[src/rtl/capture_pkg.sv]
// capture_pkg
// Shared definitions for the triggered AXI-Stream capture block.
//   FIFO_DEPTH  : number of entries in the output skid FIFO
//   OCC_W       : width of the FIFO occupancy count
//   cap_state_t : capture FSM state encoding
package capture_pkg;

    localparam int FIFO_DEPTH = 2;
    localparam int OCC_W      = $clog2(FIFO_DEPTH + 1);

    typedef enum logic [1:0] {
        ST_IDLE    = 2'd0,
        ST_ARMED   = 2'd1,
        ST_CAPTURE = 2'd2,
        ST_FLUSH   = 2'd3
    } cap_state_t;

endpackage

[src/rtl/axis_skid_fifo2.sv]
// axis_skid_fifo2
// Two-entry FIFO carrying {tdata, tlast} with registered read-side outputs.
// The head entry drives the read port directly, and the tail entry holds a
// second beat while the consumer stalls.
// Ports:
//   aclk, resetn          : clock, synchronous active-low reset
//   wr_en, wr_data,
//   wr_last               : write side; caller only writes when space exists
//   rd_ready              : consumer ready
//   rd_valid, rd_data,
//   rd_last               : read side, rd_valid = not empty
//   pop                   : read handshake this cycle
//   occupancy             : number of stored entries
module axis_skid_fifo2
    import capture_pkg::*;
#(
    parameter int TDATA_WIDTH = 32
) (
    input  logic                   aclk,
    input  logic                   resetn,
    input  logic                   wr_en,
    input  logic [TDATA_WIDTH-1:0] wr_data,
    input  logic                   wr_last,
    input  logic                   rd_ready,
    output logic                   rd_valid,
    output logic [TDATA_WIDTH-1:0] rd_data,
    output logic                   rd_last,
    output logic                   pop,
    output logic [OCC_W-1:0]       occupancy
);

    localparam logic [OCC_W-1:0] OCC_EMPTY = '0;
    localparam logic [OCC_W-1:0] OCC_ONE   = OCC_W'(1);
    localparam logic [OCC_W-1:0] OCC_FULL  = OCC_W'(FIFO_DEPTH);

    logic [OCC_W-1:0]       occ;
    logic [TDATA_WIDTH-1:0] head_data;
    logic                   head_last;
    logic [TDATA_WIDTH-1:0] tail_data;
    logic                   tail_last;

    assign rd_valid  = (occ != OCC_EMPTY);
    assign rd_data   = head_data;
    assign rd_last   = head_last;
    assign pop       = rd_valid & rd_ready;
    assign occupancy = occ;

    // Head/tail shift structure. head_last is cleared when the FIFO drains so
    // that tlast never shows 1 while tvalid is 0.
    always_ff @(posedge aclk) begin
        if (!resetn) begin
            occ       <= OCC_EMPTY;
            head_data <= '0;
            head_last <= 1'b0;
            tail_data <= '0;
            tail_last <= 1'b0;
        end else if (pop) begin
            if (occ == OCC_FULL) begin
                head_data <= tail_data;
                head_last <= tail_last;
                if (wr_en) begin
                    tail_data <= wr_data;
                    tail_last <= wr_last;
                end else begin
                    occ <= OCC_ONE;
                end
            end else if (wr_en) begin
                head_data <= wr_data;
                head_last <= wr_last;
            end else begin
                occ       <= OCC_EMPTY;
                head_last <= 1'b0;
            end
        end else if (wr_en) begin
            if (occ == OCC_EMPTY) begin
                head_data <= wr_data;
                head_last <= wr_last;
                occ       <= OCC_ONE;
            end else if (occ == OCC_ONE) begin
                tail_data <= wr_data;
                tail_last <= wr_last;
                occ       <= OCC_FULL;
            end
        end
    end

endmodule

[src/rtl/axis_trig_capture.sv]
// axis_trig_capture
// Captures a fixed-length packet of CAPTURE_LEN samples from a free-running
// ADC stream, starting at the first triggered sample after an arm request.
// Samples that find no room in the output FIFO are dropped (flagged by the
// sticky overflow bit) so every packet is exactly CAPTURE_LEN beats long.
// Ports:
//   aclk, resetn                        : clock, synchronous active-low reset
//   s_axis_tvalid/tdata/tready          : sample input, never stalled
//   m_axis_tvalid/tready/tdata/tlast    : packet output
//   arm, abort, trig                    : capture control
//   busy, armed, done, overflow         : status
module axis_trig_capture
    import capture_pkg::*;
#(
    parameter int TDATA_WIDTH = 32,
    parameter int CAPTURE_LEN = 1024
) (
    input  logic                   aclk,
    input  logic                   resetn,
    input  logic                   s_axis_tvalid,
    input  logic [TDATA_WIDTH-1:0] s_axis_tdata,
    output logic                   s_axis_tready,
    output logic                   m_axis_tvalid,
    input  logic                   m_axis_tready,
    output logic [TDATA_WIDTH-1:0] m_axis_tdata,
    output logic                   m_axis_tlast,
    input  logic                   arm,
    input  logic                   abort,
    input  logic                   trig,
    output logic                   busy,
    output logic                   armed,
    output logic                   done,
    output logic                   overflow
);

    localparam int               CNT_W     = $clog2(CAPTURE_LEN + 1);
    localparam logic [CNT_W-1:0] LAST_BEAT = CNT_W'(CAPTURE_LEN - 1);
    localparam logic [OCC_W-1:0] OCC_FULL  = OCC_W'(FIFO_DEPTH);

    cap_state_t       state;
    cap_state_t       state_next;
    logic [CNT_W-1:0] beat_cnt;
    logic             wr_en;
    logic             wr_last;
    logic             drop;
    logic             flush_done;
    logic             fifo_pop;
    logic [OCC_W-1:0] occupancy;
    logic             has_space;

    assign s_axis_tready = 1'b1;

    // A full FIFO still accepts a write when its head leaves in the same cycle.
    assign has_space = (occupancy < OCC_FULL) || fifo_pop;

    axis_skid_fifo2 #(
        .TDATA_WIDTH (TDATA_WIDTH)
    ) u_fifo (
        .aclk      (aclk),
        .resetn    (resetn),
        .wr_en     (wr_en),
        .wr_data   (s_axis_tdata),
        .wr_last   (wr_last),
        .rd_ready  (m_axis_tready),
        .rd_valid  (m_axis_tvalid),
        .rd_data   (m_axis_tdata),
        .rd_last   (m_axis_tlast),
        .pop       (fifo_pop),
        .occupancy (occupancy)
    );

    // State register.
    always_ff @(posedge aclk) begin
        if (!resetn) begin
            state <= ST_IDLE;
        end else begin
            state <= state_next;
        end
    end

    // Next-state logic; abort wins over a trigger in the same ARMED cycle.
    always_comb begin
        state_next = state;
        unique case (state)
            ST_IDLE:    if (arm) state_next = ST_ARMED;
            ST_ARMED: begin
                if (abort)      state_next = ST_IDLE;
                else if (wr_en) state_next = wr_last ? ST_FLUSH : ST_CAPTURE;
            end
            ST_CAPTURE: if (wr_en && wr_last) state_next = ST_FLUSH;
            ST_FLUSH:   if (flush_done) state_next = ST_IDLE;
            default:    state_next = ST_IDLE;
        endcase
    end

    // Output logic: FIFO write, drop detection and status decode.
    always_comb begin
        wr_en      = 1'b0;
        wr_last    = 1'b0;
        drop       = 1'b0;
        flush_done = 1'b0;
        busy       = (state != ST_IDLE);
        armed      = (state == ST_ARMED);
        unique case (state)
            ST_ARMED: begin
                if (!abort && s_axis_tvalid && trig) begin
                    wr_en   = 1'b1;
                    wr_last = (beat_cnt == LAST_BEAT);
                end
            end
            ST_CAPTURE: begin
                if (s_axis_tvalid) begin
                    if (has_space) begin
                        wr_en   = 1'b1;
                        wr_last = (beat_cnt == LAST_BEAT);
                    end else begin
                        drop = 1'b1;
                    end
                end
            end
            ST_FLUSH:   flush_done = fifo_pop && m_axis_tlast;
            default:    ;
        endcase
    end

    // Written-beat counter; reaches CAPTURE_LEN at most, so it cannot wrap.
    always_ff @(posedge aclk) begin
        if (!resetn) begin
            beat_cnt <= '0;
        end else if (state == ST_IDLE && arm) begin
            beat_cnt <= '0;
        end else if (wr_en) begin
            beat_cnt <= beat_cnt + CNT_W'(1);
        end
    end

    // Sticky overflow, cleared when a new capture is armed; done pulse.
    always_ff @(posedge aclk) begin
        if (!resetn) begin
            overflow <= 1'b0;
            done     <= 1'b0;
        end else begin
            done <= flush_done;
            if (state == ST_IDLE && arm) begin
                overflow <= 1'b0;
            end else if (drop) begin
                overflow <= 1'b1;
            end
        end
    end

endmodule

[config.mk]
export PLATFORM = sky130hd
export DESIGN_NAME = axis_trig_capture
export DESIGN_NICKNAME = d
export VERILOG_FILES = /design/src/rtl/capture_pkg.sv /design/src/rtl/axis_skid_fifo2.sv /design/src/rtl/axis_trig_capture.sv
export SDC_FILE = /design/constraint.sdc
export NUM_CORES = 1
export LEC_CHECK = 0
export ABC_AREA = 0
export BUFFER_PORTS_ARGS = -buffer_cell sky130_fd_sc_hd__buf_2
export CORE_MARGIN = 2
export CORE_UTILIZATION = 59
export DETAILED_ROUTE_END_ITERATION = 8
export PLACE_DENSITY = 0.9
export SYNTH_ARGS = -nofsm -noshare
export SYNTH_HDL_FRONTEND = slang
export SYNTH_SLANG_ARGS = --single-unit
[constraint.sdc]
create_clock -name aclk -period 6.6 [get_ports aclk]
set_input_delay 0.66 -clock aclk [delete_from_list [all_inputs] [get_ports aclk]]
set_output_delay 0.66 -clock aclk [all_outputs]
set_load 0.05 [all_outputs]
# Word-level counts from Yosys, hierarchy flattened
# Cells that the tools add are included.
[op_classes] n_addsub=1 magnitude_cmp=1 eq_ne=14 mux=47 bitwise_logic=2 reduce_logical=22
[ops] op="two-way mux 32 bit" n=10
[ops] op="two-way mux 2 bit" n=12
[ops] op="two-way mux 1 bit" n=22
[ops] op="inequality test 2 bit (second input constant)" n=6
[ops] op="nonzero test 2 bit" n=6
[ops] op="adder 11 x 1 -> 11 bit (second input constant)" n=1
[ops] op="== test 11 x 10 -> 1 bit (second input constant)" n=1
[ops] op="case mux 2 bit (4 select lines)" n=1
[ops] op="== test 2 bit (second input constant)" n=3
[ops] op="AND reduction 3 bit" n=2
[ops] op="logical AND 1 bit" n=5
[ops] op="AND reduction 5 bit" n=1
[ops] op="== test 2 x 1 -> 1 bit (second input constant)" n=2
[ops] op="zero test 2 bit" n=2
[ops] op="case mux 1 bit (2 select lines)" n=2
[ops] op="AND reduction 4 bit" n=1
[ops] op="inequality test 3 x 2 -> 1 bit (second input constant)" n=1
[ops] op="nonzero test 3 bit" n=1
[ops] op="less-than comparator 2 bit (second input constant)" n=1
[ops] op="inequality test 2 x 1 -> 1 bit (second input constant)" n=1
[ops] op="AND reduction 2 bit" n=1
[ops] op="OR reduction 2 bit" n=1
[ops] op="bitwise AND 1 bit" n=1
[ops] op="zero test 1 bit" n=1
[ops] op="2 further kinds" n=2
[totals] register_bits=83 in_bits=39 word_cells=96

# Longest topological paths before layout
[depth] depth_word=10 mapped_depth=8

# Cells and area by module
# Synthesis repeated with hierarchy kept, for this count alone.
[unflattened] hier_cells=424 area_unflattened_um2=3998.8
[by_module_without_submodules] module="axis_skid_fifo2" n_inst=1 cells_each=322 area_each_um2=3115.5 seq_area_each_um2=1361.3
[by_module_without_submodules] module="axis_trig_capture" n_inst=1 cells_each=102 area_each_um2=883.3 seq_area_each_um2=300.3

# Worst setup path after synthesis
# No wires, ideal clock.
[synth_path] path_type="flip-flop to flip-flop" from="register with a tool-made name" to="register u_fifo.head_data[23], in the netlist u_fifo.rd_data[23]" setup_time_ns=0.116 arrival_ns=2.248 t_required_ns=6.484 path_slack_ns=4.236 path_stages_with_launch=9 period_less_slack_ns=2.364 path_cell_list="dfxtp_1 -> inv_1 -> ha_1 -> and3b_1 -> o211ai_1 -> o211ai_1 -> clkbuf_1 -> nand2_1 -> o211a_1"
[synth_rtl] item="end signal: assignment" line="axis_skid_fifo2.sv:59" text="head_data <= tail_data;"
[synth_rtl] item="end signal: assignment" line="axis_skid_fifo2.sv:68" text="head_data <= wr_data;"
[synth_rtl] item="end signal: assignment" line="axis_skid_fifo2.sv:76" text="head_data <= wr_data;"
[synth_rtl] item="end: declaration" line="axis_skid_fifo2.sv:37" text="logic [TDATA_WIDTH-1:0] head_data;"

# Final worst setup path
[layout_path] from="input m_axis_tready" to="register u_fifo.tail_data[17]"
[layout_via] elab_chain_len=7 word_cells_on_any_way=12 classes_between="3 x eq/ne; 4 x mux; 1 x bitwise; 4 x reduce/logical"
[layout_rtl] item="start: declaration" line="axis_trig_capture.sv:24" text="input logic m_axis_tready,"
[layout_rtl] item="bitwise AND 1 bit *" line="axis_skid_fifo2.sv:45" text="assign pop = rd_valid & rd_ready;"
[layout_rtl] item="logical OR 1 bit" line="axis_trig_capture.sv:54" text="assign has_space = (occupancy < OCC_FULL) || fifo_pop;"
[layout_rtl] item="two-way mux 1 bit" line="axis_trig_capture.sv:113" text="if (has_space) begin"
[layout_rtl] item="two-way mux 1 bit" line="axis_trig_capture.sv:112" text="if (s_axis_tvalid) begin"
[layout_rtl] item="case mux 1 bit (2 select lines)" line="axis_trig_capture.sv:104" text="unique case (state)"
[layout_rtl] item="inequality test 2 bit (no line) or nonzero test 2 bit (tied branches)"
[layout_rtl] item="AND reduction 5 bit (no line)"
[layout_rtl] item="end signal: assignment" line="axis_skid_fifo2.sv:62" text="tail_data <= wr_data;"
[layout_rtl] item="end signal: assignment" line="axis_skid_fifo2.sv:80" text="tail_data <= wr_data;"
[layout_rtl] item="end: declaration" line="axis_skid_fifo2.sv:39" text="logic [TDATA_WIDTH-1:0] tail_data;"
# Every way passes the cells marked *; elsewhere a longest branch is shown, timed or not.
# A chain may end at the register's enable or synchronous reset.

==> results by group <==
Clock network
  – Insertion delay to the later sink of the worst-skew pair: 0.35 ns
  – CTS tree: built
  – Clk buf depth: 2
  – Clock Sinks: 83
  – Post-CTS setup buffers: 0
  – Post-CTS Resized: 0
  – Clk root buf: clkbuf_8
  – Cts-stage hold buffer count: 0
  – H-tree depth: 3
  – Clk slew on worst S/H paths: 0.08 ns
  – Number of buffers created by CTS: 9

Setup path
  – CP max-delay cell: or2_2
  – CP Max Fanout: 35
  – CP arrival: 2.80 ns
  – CP Cell Sequence: buf_2, nand2_1, or2_2, a211oi_4, buf_4, mux2i_1, nor2b_1
  – Worst reg-to-reg path cell count: 6
  – Crit-path max cell delay: 0.68 ns
  – CP required: 6.84 ns
  – Crit start category: primary input
  – CP endpoint kind: flop
  – Setup Crit Path Kind: in2reg

GRT
  – Vias in the first global route: 2759
  – Total grt overflow: 0
  – GRT Total Usage: 22.1%
  – Initial antenna violation count: 0
  – Largest net degree at the start of global routing: 75
  – Global-route wire length before repair: 12600 µm

Place
  – Port-buffer cells: 76
  – Routability Congestion: 0.863
  – DP Wirelength: 4890 µm

Hold path
  – Hold Path Class: reg2reg
  – Hold Path Cell Cnt: 1

Timing
  – Slew Viols, Final: 0
  – Period utilization: 38.8%
  – Fin. Hold Viols: 0
  – Max Freq: 0.390 GHz
  – Measured slew at the worst slew-check pin: 1.10 ns
  – Relative slew slack: 26.7%
  – Final min period: 2.56 ns
  – Setup Viol. Count Final: 0
  – RSZ-0062 raised after global routing: false
  – Final Skew: 0.00547 ns
  – Setup TNS: 0 ns

Route
  – DRC violations left: 0
  – WL/cell: 14.3 µm
  – ANT nets after route: 0
  – First DRT Iteration DRCs: 141
  – Post-DR vias/cell: 5.57
  – DRT Wirelength: 7460 µm
  – Via count: 2895
  – Detailed Routing Iterations Pass 1: 4

Final layout
  – Inserted Diodes: 0
  – Final nets: 484
  – Layout fillers: 496
  – Utilization after layout: 68.9%
  – Share of layout cells above drive strength 1: 21.9%
  – Area Growth Syn to Fin: 14.9%

Power and ir drop
  – Leakage dissipation: 2.24 nW
  – Pwr dens: 247 nW/µm²
  – Maximum resistive drop on vdd: 174 µV

Yosys
  – Synth Area per Inst: 10.0 µm²
  – Ranking of synthesized cells by area: dfxtp_1, mux2i_1, o211a_1
  – Post-synth EDFFs: 0
  – Mapped Cells: 374
  – Most instantiated cells after synthesis: dfxtp_1, mux2i_1, nand2_1
  – Ys flop type: dfxtp_1
  – Post-synthesis sequential area ratio: 44.4%
  – Post-Syn Nets: 419
  – Post-synth top area share: 44.4%
  – Yosys warning count: 0
  – Most frequent cell after synthesis: dfxtp_1
  – Ys async rst share: 0%
  – Seq cells post-synth: 83
  – Yosys cell types: 42
  – Synth Cell Area: 3740 µm²
  – Largest area contributor in the netlist: dfxtp_1

Floorplan
  – Starting Density: 60.0%
  – Rows: 29
  – Die H: 83.7 µm
  – Core Box Area: 6240 µm²
  – Total Die Area: 7000 µm²
  – I/O Pins: 78
  – DIE WIDTH: 83.7 µm

Status
  – Status: complete, no violations

Flow run
  – Maxcap violations: 0
## worst paths after layout
| kind | start | endpoint | slack [ns] |
|---|---|---|---|
| max | m_axis_tready | u_fifo.tail_data[17]$_SDFFE_PN0P_ | 4.04 |
| min | u_fifo.rd_data[13]$_SDFFE_PN0P_ | u_fifo.rd_data[13]$_SDFFE_PN0P_ | 0.50 |
| min reg2reg | u_fifo.rd_data[13]$_SDFFE_PN0P_ | u_fifo.rd_data[13]$_SDFFE_PN0P_ | 0.50 |
| max reg2reg | u_fifo.occupancy[1]$_SDFFE_PN0P_ | u_fifo.tail_data[17]$_SDFFE_PN0P_ | 4.04 |
## stage by stage
stage	worst slack [ns]	std cells	power, mW	cell area, µm²	hold slack [ns]
3_3_place_gp	3.77	505	0.718	4120	0.472
6_report	4.04	520	1.06	4300	0.498
4_1_cts	4.05	520	1.07	4300	0.501
3_5_place_dp	3.69	505	0.724	4120	0.483
2_1_floorplan	4.24	374	0.676	3740	0.478
5_1_grt	3.87	520	1.11	4300	0.513
## per-layer routing
metal | wire, µm | track usage, % | vias to the layer above
met1 | 3310 | 27.9 | 1378
met2 | 3620 | 35.3 | 66
met5 | 0 | 0 | -
li1 | - | - | 1435
met3 | 368 | 5.24 | 16
met4 | 158 | 10.9 | 0
## sequential cells by signal, summed over array words and instances, names as in the netlist, named ones only
register / cells
u_fifo.rd_data: 32
u_fifo.tail_data: 32
overflow: 1
u_fifo.tail_last: 1
state: 1
u_fifo.occupancy: 2
u_fifo.rd_last: 1
beat_cnt: 11
done: 1
## where the power goes
part / internal [mW] / switching (mW) / leakage [nW]
sequential: 0.516 / 0.0102 / 0.669
clock: 0.172 / 0.178 / 0.0881
combinational: 0.0550 / 0.132 / 1.48
total: 0.742 / 0.320 / 2.24
## critical path, delay by kind of cell
kind / cells / cell delay, ns
compound gates: 1 / 0.36
buf+inv: 2 / 0.64
mux: 1 / 0.27
simple gates: 3 / 0.83
## logic make-up after synthesis
group / after synthesis / synth area share, %
XOR/XNOR: 10 / 2.34
buffers and inverters: 32 / 4.04
AO/OA/AOI/OAI: 53 / 12.9
adder cells (fa/ha/maj): 6 / 2.00
other: 1 / 0.100
flip-flops: 83 / 44.4
multiplexers: 67 / 17.9
AND/OR/NAND/NOR: 122 / 16.4
## final cells by class
type | count | area [µm²] | area share, %
Tap cell | 77 | 96.3 | 2.24
Clock buffer | 10 | 128 | 2.97
Timing Repair Buffer | 79 | 403 | 9.37
Inverter | 7 | 26.3 | 0.611
Clock inverter | 5 | 55.1 | 1.28
Sequential cell | 83 | 1660 | 38.6
Multi-Input combinational cell | 259 | 1930 | 44.9
## cell usage in the layout (no fill, tap or decap), types with 2 or more instances in the layout
cell        netlist  layout
o21ai_0           3       3
dfxtp_1          83      83
a211oi_1          2       2
nor3_1            5       5
xnor2_1           9       9
clkinv_2          0       2
mux2i_1          67      67
o211ai_1          5       5
or2_2             1       2
clkbuf_8          0       9
nor2b_1          33      33
nand3_1           6       6
ha_1              6       6
o211a_1          32      32
o22ai_1           2       2
nand2b_1          2       2
buf_2             4      76
nor2_1           14      14
nor4_1            5       5
buf_4             1       3
inv_1             7       7
nand2_1          46      46
a21oi_1           2       2
clkinvlp_4        0       2
No activity file was read; power rests on OpenSTA's default activity.
